==> config.mk <==
export PLATFORM = sky130hd
export DESIGN_NAME = bpm_link_tx_arbiter
export DESIGN_NICKNAME = d
export VERILOG_FILES = /design/src/rtl/bpm_link_tx_arbiter.sv
export SDC_FILE = /design/constraint.sdc
export NUM_CORES = 1
export LEC_CHECK = 0
export ABC_AREA = 1
export BUFFER_PORTS_ARGS = -buffer_cell sky130_fd_sc_hd__buf_2
export CORE_MARGIN = 2
export CORE_UTILIZATION = 30
export CTS_CLUSTER_DIAMETER = 30
export DETAILED_ROUTE_END_ITERATION = 8
export GPL_TIMING_DRIVEN = 0
export MAX_ROUTING_LAYER = met4
export PLACE_DENSITY = 0.56
export SETUP_SLACK_MARGIN = 0.4
export SLEW_MARGIN = 20
export SYNTH_ARGS = -nofsm -noshare
export SYNTH_HDL_FRONTEND = slang
export SYNTH_SLANG_ARGS = --single-unit
export TNS_END_PERCENT = 1
==> constraint.sdc <==
create_clock -name auroraUserClk -period 1.47 [get_ports auroraUserClk]
set_input_delay 0.147 -clock auroraUserClk [delete_from_list [all_inputs] [get_ports auroraUserClk]]
set_output_delay 0.147 -clock auroraUserClk [all_outputs]
set_load 0.005 [all_outputs]
==> src/rtl/bpm_link_tx_arbiter.sv <==
// Round-robin packet arbiter sharing one Aurora AXI-stream TX port between
// NUM_SRC sources. Grants change only at packet boundaries. Stalled packets
// are closed with FILL_WORD after TIMEOUT idle cycles. A source is drained
// when the channel drops. Per-packet status and a per-FA-cycle packet count
// are reported.
module bpm_link_tx_arbiter #(
   parameter int unsigned NUM_SRC   = 2,
   parameter int unsigned TIMEOUT   = 255,
   parameter logic [31:0] FILL_WORD = 32'hDEADDEAD
) (
   input  logic                  auroraUserClk,
   input  logic                  auroraUserReset_n,
   input  logic                  auroraChannelUp,
   input  logic                  auroraFAstrobe,
   input  logic [NUM_SRC-1:0]    srcEnable,
   input  logic [NUM_SRC*32-1:0] s_tdata,
   input  logic [NUM_SRC-1:0]    s_tvalid,
   input  logic [NUM_SRC-1:0]    s_tlast,
   output logic [NUM_SRC-1:0]    s_tready,
   output logic [31:0]           m_tdata,
   output logic                  m_tvalid,
   output logic                  m_tlast,
   input  logic                  m_tready,
   output logic [2:0]            grantIndex,
   output logic                  statusStrobe,
   output logic [1:0]            statusCode,
   output logic [15:0]           packetCount
);

   typedef enum logic [1:0] {S_IDLE, S_PASS, S_CLOSE, S_DRAIN} state_t;

   state_t               state, state_nxt;
   logic [2:0]           grant, ptr, pick;
   logic                 found;
   logic [15:0]          tcnt;
   logic [16:0]          tcnt_inc;
   logic                 fa_pending;
   logic [NUM_SRC-1:0]   req, g_onehot;
   logic                 g_valid, g_last;
   logic [31:0]          g_data;
   logic                 ev, done, ptr_load;
   logic [1:0]           ev_code;
   logic                 fa_hit;

   assign req        = s_tvalid & srcEnable;
   assign grantIndex = grant;
   assign tcnt_inc   = {1'b0, tcnt} + 17'd1;
   assign fa_hit     = auroraFAstrobe && (state == S_PASS || state == S_CLOSE);

   // Round-robin search starting one past the last completed grant
   always_comb begin
      int unsigned idx;
      found = 1'b0;
      pick  = '0;
      for (int unsigned k = 1; k <= NUM_SRC; k++) begin
         idx = (32'(ptr) + k) % NUM_SRC;
         if (!found && req[idx]) begin
            found = 1'b1;
            pick  = 3'(idx);
         end
      end
   end

   // Select the granted source's stream signals
   always_comb begin
      g_valid  = 1'b0;
      g_last   = 1'b0;
      g_data   = '0;
      g_onehot = '0;
      for (int unsigned i = 0; i < NUM_SRC; i++) begin
         if (grant == 3'(i)) begin
            g_valid     = s_tvalid[i];
            g_last      = s_tlast[i];
            g_data      = s_tdata[32*i +: 32];
            g_onehot[i] = 1'b1;
         end
      end
   end

   // Next state, datapath muxing and status events
   always_comb begin
      state_nxt = state;
      m_tdata   = '0;
      m_tvalid  = 1'b0;
      m_tlast   = 1'b0;
      s_tready  = '0;
      ev        = 1'b0;
      ev_code   = 2'd0;
      done      = 1'b0;
      ptr_load  = 1'b0;
      case (state)
         S_IDLE: begin
            if (auroraChannelUp && found) state_nxt = S_PASS;
         end
         S_PASS: begin
            // The stream is blocked in the cycle the channel drops, so that
            // beat is left to the drain rather than being sent to a dead link.
            if (!auroraChannelUp) begin
               state_nxt = S_DRAIN;
               ev        = 1'b1;
               ev_code   = 2'd2;
            end else begin
               m_tdata  = g_data;
               m_tvalid = g_valid;
               m_tlast  = g_last;
               s_tready = g_onehot & {NUM_SRC{m_tready}};
               if (g_valid && m_tready && g_last) begin
                  state_nxt = S_IDLE;
                  ev        = 1'b1;
                  ev_code   = 2'd0;
                  done      = 1'b1;
                  ptr_load  = 1'b1;
               end else if (!g_valid && tcnt_inc >= 17'(TIMEOUT)) begin
                  state_nxt = S_CLOSE;
               end
            end
         end
         S_CLOSE: begin
            if (!auroraChannelUp) begin
               state_nxt = S_DRAIN;
               ev        = 1'b1;
               ev_code   = 2'd2;
            end else begin
               m_tdata  = FILL_WORD;
               m_tvalid = 1'b1;
               m_tlast  = 1'b1;
               if (m_tready) begin
                  state_nxt = S_DRAIN;
                  ev        = 1'b1;
                  ev_code   = 2'd3;
                  ptr_load  = 1'b1;
               end
            end
         end
         S_DRAIN: begin
            s_tready = g_onehot;
            if (g_valid && g_last) state_nxt = S_IDLE;
         end
         default: state_nxt = S_IDLE;
      endcase
   end

   // State, grant, pointer and timeout counter registers
   always_ff @(posedge auroraUserClk or negedge auroraUserReset_n) begin
      if (!auroraUserReset_n) begin
         state <= S_IDLE;
         grant <= '0;
         ptr   <= 3'(NUM_SRC - 1);
         tcnt  <= '0;
      end else begin
         state <= state_nxt;
         if (state == S_IDLE && state_nxt == S_PASS) grant <= pick;
         if (ptr_load) ptr <= grant;
         if (state != S_PASS || g_valid) tcnt <= '0;
         else                            tcnt <= tcnt_inc[15:0];
      end
   end

   // Status strobe, deferred FA report and packet counter
   always_ff @(posedge auroraUserClk or negedge auroraUserReset_n) begin
      if (!auroraUserReset_n) begin
         statusStrobe <= 1'b0;
         statusCode   <= '0;
         fa_pending   <= 1'b0;
         packetCount  <= '0;
      end else begin
         if (ev) begin
            statusStrobe <= 1'b1;
            statusCode   <= ev_code;
            fa_pending   <= fa_pending | fa_hit;
         end else if (fa_hit || fa_pending) begin
            statusStrobe <= 1'b1;
            statusCode   <= 2'd1;
            fa_pending   <= 1'b0;
         end else begin
            statusStrobe <= 1'b0;
         end
         if (auroraFAstrobe)                        packetCount <= '0;
         else if (done && packetCount != 16'hFFFF) packetCount <= packetCount + 16'd1;
      end
   end

endmodule

==> results_tabular.tex, run 1 <==
\begin{tabular}{lr}
\hline
Metric & Value \\
\hline
\multicolumn{2}{l}{\textbf{Floorplanning}} \\
Total I/O pin count & 133 \\
Row Count & 36 \\
Standard cell core area & 9770 um2 \\
Initial standard-cell utilization of the core & a little under a third \\
Vertical extent of the die & between 100 and 150 um \\
Floorplan die area & roughly 11000 um2 \\
Die span in x & around 100 um \\
\multicolumn{2}{l}{\textbf{Placed design}} \\
Post-placement setup slack & -0.610 ns \\
HPWL after detailed placement & between 7000 and 8000 um \\
PortBufs & roughly 130 \\
RD Place Congestion & slightly below 0.9 \\
\multicolumn{2}{l}{\textbf{Setup path}} \\
Largest fanout on the critical path & 10 \\
Nature of the critical path startpoint & flop \\
Worst R2R Setup Slack & -0.28 ns \\
Required time at the worst-slack endpoint & 1.32 ns \\
Peak per-stage delay on the critical path & 0.41 ns \\
Chain of cells forming the critical path & buf\_6 -> clkbuf\_2 -> mux2i\_2 -> o21ai\_4 -> buf\_2 \\
Launch point of the worst reg-to-reg path & grantIndex[0] \\
Worst R2R Path Depth & 13 \\
Crit end category & output port \\
Library cell contributing the largest single delay on the critical path & dfrtp\_1 \\
Reg2Reg Capture Point & packetCount[6] \\
Critical Setup Path Class & flop to output port \\
Worst path arrival time & about 1.6 ns \\
\multicolumn{2}{l}{\textbf{Global routing}} \\
GRT Util Overall & 18.3\% \\
Initial antenna violation count & 1 \\
Overflow left after global routing & 0 \\
Maximum number of pins on one net before global-route repair & between 40 and 50 \\
Number of global-route vias before repair & 3433 \\
Global-route wire length before repair & 15900 um \\
\multicolumn{2}{l}{\textbf{Finish}} \\
Area growth from synthesis to final layout & 47.6\% \\
Number of nets at the end of the flow & $\sim$670 \\
Fill cell total of the finished layout & roughly 1000 \\
Post-layout util & around 46\% \\
Share of cells above drive strength 1 & roughly two fifths \\
\multicolumn{2}{l}{\textbf{STA}} \\
Max Slew Vio Count & 0 \\
Setup repair after global routing missed its margin & yes \\
Final Cycle Share & 122\% \\
Headroom to the max-slew limit & 40.6\% \\
Worst hold slack & -0.0305 ns \\
Clock tree skew after final layout & about 0.0086 ns \\
Total Neg Setup Slack & -12.92 ns \\
Final Worst Setup Slack & -0.318 ns \\
Fin crit period & 1.79 ns \\
Total count of hold-check failures in the final report & 39 \\
Setup-failing EPs final & 66 \\
Worst Max-Slew Pin Slew & between 0.8 and 0.9 ns \\
Maximum frequency from static timing analysis & 559 MHz \\
\multicolumn{2}{l}{\textbf{Drt}} \\
Met3 layer wire length in the routed design & around 450 um \\
Met2 WL & 5230 um \\
DRT Wirelength & $\sim$9800 um \\
Routed wirelength normalized by instance count & 13.7 um \\
Post-DRT Antenna Nets & 0 \\
Via total after detailed routing & approximately 3400 \\
DR iter-0 viols & 122 \\
Uppermost signal routing layer after detailed routing & met4 \\
Vias per cell & 4.76 \\
Detailed Routing Iterations Pass 1 & 4 \\
Remaining routing DRC violations & 0 \\
Sum of routed wire segments on met1 & 4030 um \\
\multicolumn{2}{l}{\textbf{Run}} \\
Max-cap violations & 0 \\
\multicolumn{2}{l}{\textbf{Yosys}} \\
Post-synthesis register bit count & 40 \\
Fraction of the yosys area taken by sequential cells & between 30\% and 40\% \\
Number of flops mapped to enable cells by yosys & 0 \\
Synthesized cell area & 3020 um2 \\
Yosys Warn Count & 0 \\
Average size of a mapped cell & roughly 7 um2 \\
Count of distinct cell types in the synthesized netlist & between 40 and 50 \\
Flip-flop cell with the highest count after synthesis & dfrtp\_1 \\
Cell count after synthesis & about 430 \\
Async set-reset flop share out of synthesis & 100\% \\
\multicolumn{2}{l}{\textbf{CTS}} \\
Register clock-pin slew on the reported worst setup and hold paths & approximately 0.090 ns \\
Skew-Pair Late Insertion Delay & 0.30 ns \\
H-tree Lvls & 2 \\
Clock Tree Root & clkbuf\_8 \\
Clock tree from TritonCTS & done \\
Clock buffer count from CTS & 5 \\
Largest buffer count on any clock path & 2 \\
Number of sinks on the clock net & 40 \\
\multicolumn{2}{l}{\textbf{Power and ir drop}} \\
Peak supply drop & 0.622 mV \\
Static leakage & around 2.1 nW \\
Areal power density over the cells & about 1200 nW/um2 \\
Final Total Pwr & 5.14 mW \\
\multicolumn{2}{l}{\textbf{Outcome}} \\
Violations in the final reports & hold timing, setup timing \\
Status & finished, violations left \\
\multicolumn{2}{l}{\textbf{Min path}} \\
Hold Path Class & input port to async pin \\
\hline
\end{tabular}
[layout make-up]
type	count	area (um2)	area share [%]
clock inverter	3	46.3	1.04
tap	133	166	3.73
multi-input combinational	339	2080	46.6
buffer	16	151	3.39
sequential	40	1010	22.7
timing repair buffer	144	782	17.5
inverter	38	150	3.36
clock buffer	5	68.8	1.54
antenna	1	2.50	0.0561
[cell usage after synthesis, types with 2 or more instances]
library cell	number	share of area (%)
a21oi_1	21	3.5
buf_2	2	0.33
buf_4	2	0.50
clkbuf_1	10	1.2
clkinv_1	2	0.25
dfrtp_1	39	32
ha_1	7	2.9
inv_1	33	4.1
inv_2	3	0.37
mux2i_1	17	5.6
nand2_1	105	13
nand2_2	2	0.41
nand3_1	23	3.8
nand3b_1	4	0.99
nand4_1	8	1.7
nor2_1	53	6.6
nor2_2	4	0.83
nor2_4	3	1.1
nor3_1	10	1.7
nor3_2	2	0.66
nor4_2	2	0.83
o21ai_0	45	7.4
o21ai_1	4	0.66
o21bai_1	2	0.50
o31ai_1	4	0.99
xnor2_1	3	0.87
xor2_1	7	2.0
[worst max-delay path: cells and delay by family, from the launching register on]
kind | cells | cell delay (ns)
flip-flops | 1 | 0.41
buffers and inverters | 3 | 0.55
AO/OA/AOI/OAI | 1 | 0.09
multiplexers | 1 | 0.29
[through the flow]
stage,area (um2),std cells
after detailed placement,3840,695
after CTS,4320,717
after floorplan,3030,433
after global routing,4460,719
final,4460,719
after global placement,3840,695
[kinds of logic (layout without fill, tap and decap cells)]
kind of cell             count (synthesis)  count (layout)  synth area share [%]
AO/OA/AOI/OAI                           82              82                  14.7
XOR/XNOR                                10              10                  2.90
adder cells (fa/ha/maj)                  7               7                  2.90
buffers and inverters                   54             206                  7.28
flip-flops                              40              40                  33.1
multiplexers                            17              17                  5.63
other                                    1               3                 0.124
AND/OR/NAND/NOR                        221             221                  33.3
[power breakdown]
part | internal (mW) | switching [mW] | total, mW
clock | 0.511 | 0.412 | 0.923
combinational | 1.33 | 1.53 | 2.87
sequential | 1.23 | 0.119 | 1.35
total | 3.07 | 2.06 | 5.14
[layer usage]
metal | vias to the layer above | GRT usage (%)
li1 | 1733 | -
met1 | 1580 | 20.1
met2 | 103 | 34.4
met3 | 9 | 2.76
met4 | 0 | 4.73
met5 | - | -
[state kept, by name, indices dropped and copies added, names as in the netlist]
signal and count:
fa_pending 1, ptr 1, tcnt 16, packetCount 16, statusCode 2, statusStrobe 1
grantIndex 1, state 2
[worst max path at each step]
stage / startpoint / to / slack [ns]
floorplan: grantIndex[0] / packetCount[6] / -0.14
detailed placement: state[1] / m_tdata[7] / -0.61
global route: tcnt[0] / state[0] / -0.45
global placement: state[1] / m_tdata[7] / -0.65
CTS: state[0] / m_tdata[20] / -0.32
finish: grantIndex[0] / m_tdata[7] / -0.32
[cell usage in the layout, fill, tap and decap left out, types with 3 or more instances in the layout]
master      n
a21oi_1    15
a21oi_2     5
buf_2     127
buf_4      16
buf_6       7
buf_8       4
clkbuf_8    6
dfrtp_1    29
dfrtp_2    10
ha_4        5
inv_1      29
inv_2       4
inv_4       3
mux2i_1    16
nand2_1    97
nand2_2     5
nand2_4     6
nand3_1    20
nand3b_1    4
nand4_1     8
nor2_1     48
nor2_2      5
nor2_4      7
nor3_1      8
nor3_2      4
nor4_2      3
o21ai_0    24
o21ai_1    16
o21ai_2     8
o31ai_1     3
xnor2_1     3
xor2_1      7
[what timing repair did]
item | in CTS | in global routing
endpoints found under the setup margin | 80 | 82
setup buffers | 13 | 1
pin swaps | 21 | 20
gates resized for setup | 90 | 41
gates cloned | 1 | 0
hold buffers | 0 | 0
Note: power is estimated with default switching activity, not from simulation.
==> inputs of run 2 (changes only) <==
Settings changed: GPL_ROUTABILITY_DRIVEN set to 1, MAX_ROUTING_LAYER met4 to unset.
==> run 2 against run 1 <==
Net effect:
- the flow still finishes with violations (hold timing, setup timing)
- worst hold slack improved by 0.00063 ns
- utilization did not move
- worst setup slack improved by 0.0016 ns
- cell count did not move
- register-to-register slack barely moved
==> results_tabular.tex, run 2 (same netlist as run 1, synthesis figures left out) <==
\begin{tabular}{lr}
\hline
Metric & Value \\
\hline
\multicolumn{2}{l}{\textbf{Setup path}} \\
Crit end category & output port \\
Nature of the critical path startpoint & flop \\
Worst R2R Path Depth & 13 (unchanged) \\
Required time at the worst-slack endpoint & 1.32 ns (about the same) \\
Largest fanout on the critical path & 10 (unchanged) \\
Critical Setup Path Class & flop to output port \\
Worst path arrival time & 1.64 ns (about the same) \\
\multicolumn{2}{l}{\textbf{STA}} \\
Max Slew Vio Count & 0 (unchanged) \\
Worst hold slack & -0.0299 ns (+0.000627 ns) \\
Setup-failing EPs final & 66 (unchanged) \\
Worst Max-Slew Pin Slew & 0.893 ns (+0.00163 ns) \\
Clock tree skew after final layout & 0.00885 ns (+0.000238 ns) \\
Maximum frequency from static timing analysis & 560 MHz (about the same) \\
Setup repair after global routing missed its margin & yes \\
Total Neg Setup Slack & -12.87 ns (+0.0464 ns) \\
Total count of hold-check failures in the final report & 39 (unchanged) \\
Final Cycle Share & 122\% (about the same) \\
Headroom to the max-slew limit & 40.4\% (-0.11 points) \\
Fin crit period & 1.79 ns (-0.00165 ns) \\
Final Worst Setup Slack & -0.317 ns (+0.00164 ns) \\
\multicolumn{2}{l}{\textbf{CTS}} \\
Clock tree from TritonCTS & done \\
Register clock-pin slew on the reported worst setup and hold paths & 0.08 ns (about the same) \\
Number of sinks on the clock net & 40 (unchanged) \\
CTS Hold Bufs & 0 (unchanged) \\
Clock Tree Root & clkbuf\_8 \\
Largest buffer count on any clock path & 2 (unchanged) \\
Skew-Pair Late Insertion Delay & 0.30 ns (about the same) \\
H-tree Lvls & 2 (unchanged) \\
Clock buffer count from CTS & 5 (unchanged) \\
\multicolumn{2}{l}{\textbf{Outcome}} \\
Status & finished, violations left \\
Violations in the final reports & hold timing, setup timing \\
\multicolumn{2}{l}{\textbf{Placed design}} \\
Cell Area, Placed & 3840 um2 (unchanged) \\
PortBufs & 129 (unchanged) \\
HPWL after detailed placement & 7570 um (unchanged) \\
RD Place Congestion & 0.869 (-1.6\%) \\
Cell Count Post-Placement & 695 (unchanged) \\
\multicolumn{2}{l}{\textbf{Global routing}} \\
Met1 Resource Use GR & 19.7\% (-0.47 points) \\
Initial antenna violation count & 1 (unchanged) \\
Met3 GRT Util & 3.45\% (+0.69 points) \\
Met2 Usage GRT & 34.5\% (+0.047 points) \\
Most utilized layer in the global route result & met2 \\
Maximum number of pins on one net before global-route repair & 41 (unchanged) \\
Global-route wire length before repair & 15900 um (about the same) \\
Number of global-route vias before repair & 3438 (+0.15\%) \\
GRT Util Overall & 17.8\% (-0.51 points) \\
Overflow left after global routing & 0 (unchanged) \\
\multicolumn{2}{l}{\textbf{Drt}} \\
Post-DRT Antenna Nets & 0 (unchanged) \\
Detailed Routing Iterations Pass 1 & 4 (unchanged) \\
DRT Wirelength & 9840 um (+0.11\%) \\
DR iter-0 viols & 122 (unchanged) \\
Vias per cell & 4.78 (+0.26\%) \\
Via total after detailed routing & 3434 (+0.26\%) \\
Remaining routing DRC violations & 0 (unchanged) \\
Routed wirelength normalized by instance count & 13.7 um (+0.11\%) \\
\multicolumn{2}{l}{\textbf{Power and ir drop}} \\
Peak supply drop & 0.624 mV (+0.30\%) \\
Areal power density over the cells & 1150 nW/um2 (about the same) \\
Static leakage & 2.13 nW (unchanged) \\
\multicolumn{2}{l}{\textbf{Finish}} \\
Largest registers & packetCount x16, tcnt x16 \\
Share of cells above drive strength 1 & 41.5\% (unchanged) \\
Area growth from synthesis to final layout & 47.6\% (unchanged) \\
Post-layout util & 45.7\% (unchanged) \\
Fill cell total of the finished layout & 999 (unchanged) \\
Combined area of the multi-input logic cells & 2080 um2 (unchanged) \\
Register area & 1010 um2 (unchanged) \\
Top library cells by usage in the layout, fill and taps aside & buf\_2, nand2\_1, nor2\_1 \\
Number of nets at the end of the flow & 666 (unchanged) \\
Final standard cell area without fillers & 4460 um2 (unchanged) \\
Final cell count without fillers & 719 (unchanged) \\
Most frequent standard cell in the layout excluding fill and tap cells & buf\_2 \\
\multicolumn{2}{l}{\textbf{Floorplanning}} \\
Row Count & 36 (unchanged) \\
Floorplan die area & 10900 um2 (unchanged) \\
Total I/O pin count & 133 (unchanged) \\
Die span in x & 104 um (unchanged) \\
Vertical extent of the die & 104 um (unchanged) \\
Initial standard-cell utilization of the core & 30.9\% (unchanged) \\
Standard cell core area & 9770 um2 (unchanged) \\
\multicolumn{2}{l}{\textbf{Run}} \\
Max-cap violations & 0 (unchanged) \\
\multicolumn{2}{l}{\textbf{Min path}} \\
Hold Path Class & input port to async pin \\
\hline
\end{tabular}
[run 2: metal layers]
layer,vias to the layer above,routed length [um]
met4,0,142
met1,1577,3920
met2,112,5220
met5,-,0
li1,1733,-
met3,12,561
[run 2: power breakdown]
part / switching, mW / internal (mW) / leakage, nW
registers: 0.119 / 1.23 / 0.527
logic: 1.53 / 1.33 / 1.55
clock network: 0.412 / 0.511 / 0.0548
total: 2.06 / 3.07 / 2.13
[run 2: final timing paths]
check                           slack, ns        endpoint               from
worst min register to register       0.49          ptr[0]             ptr[0]
worst min-delay path                -0.03         tcnt[5]  auroraUserReset_n
min in group auroraUserClk           0.23   grantIndex[0]       srcEnable[0]
worst max-delay path                -0.32     m_tdata[28]           state[0]
max in group asynchronous            0.88        state[0]  auroraUserReset_n
worst max register to register      -0.28  packetCount[6]      grantIndex[0]
[run 2: final cells by class]
class / instances / area share [%]
multi-input cells: 339 / 46.6
flip-flops and latches: 40 / 22.7
repair buffers: 144 / 17.5
well taps: 133 / 3.73
plain buffers: 16 / 3.39
inverters: 38 / 3.36
clock buffers: 5 / 1.54
clock inverters: 3 / 1.04
diodes: 1 / 0.0561
[run 2: critical path, cell delays in order (launching register included)]
cell	delay, ns
dfrtp_2	0.44
inv_4	0.07
ha_4	0.30
nand3_4	0.10
buf_4	0.21
o21ai_1	0.09
buf_2	0.13
[run 2: repair_timing]
action,CTS,global route
gates cloned,1,0
endpoints found under the setup margin,80,82
buffers inserted,13,1
pin swaps,21,20
gates resized for setup,90,41
[run 2: stage by stage]
| stage | worst slack (ns) | power (mW) |
|---|---|---|
| global route | -0.451 | 5.49 |
| floorplan | -0.143 | 2.60 |
| finish | -0.317 | 5.14 |
| detailed placement | -0.610 | 3.42 |
| global placement | -0.649 | 3.41 |
| CTS | -0.321 | 5.05 |
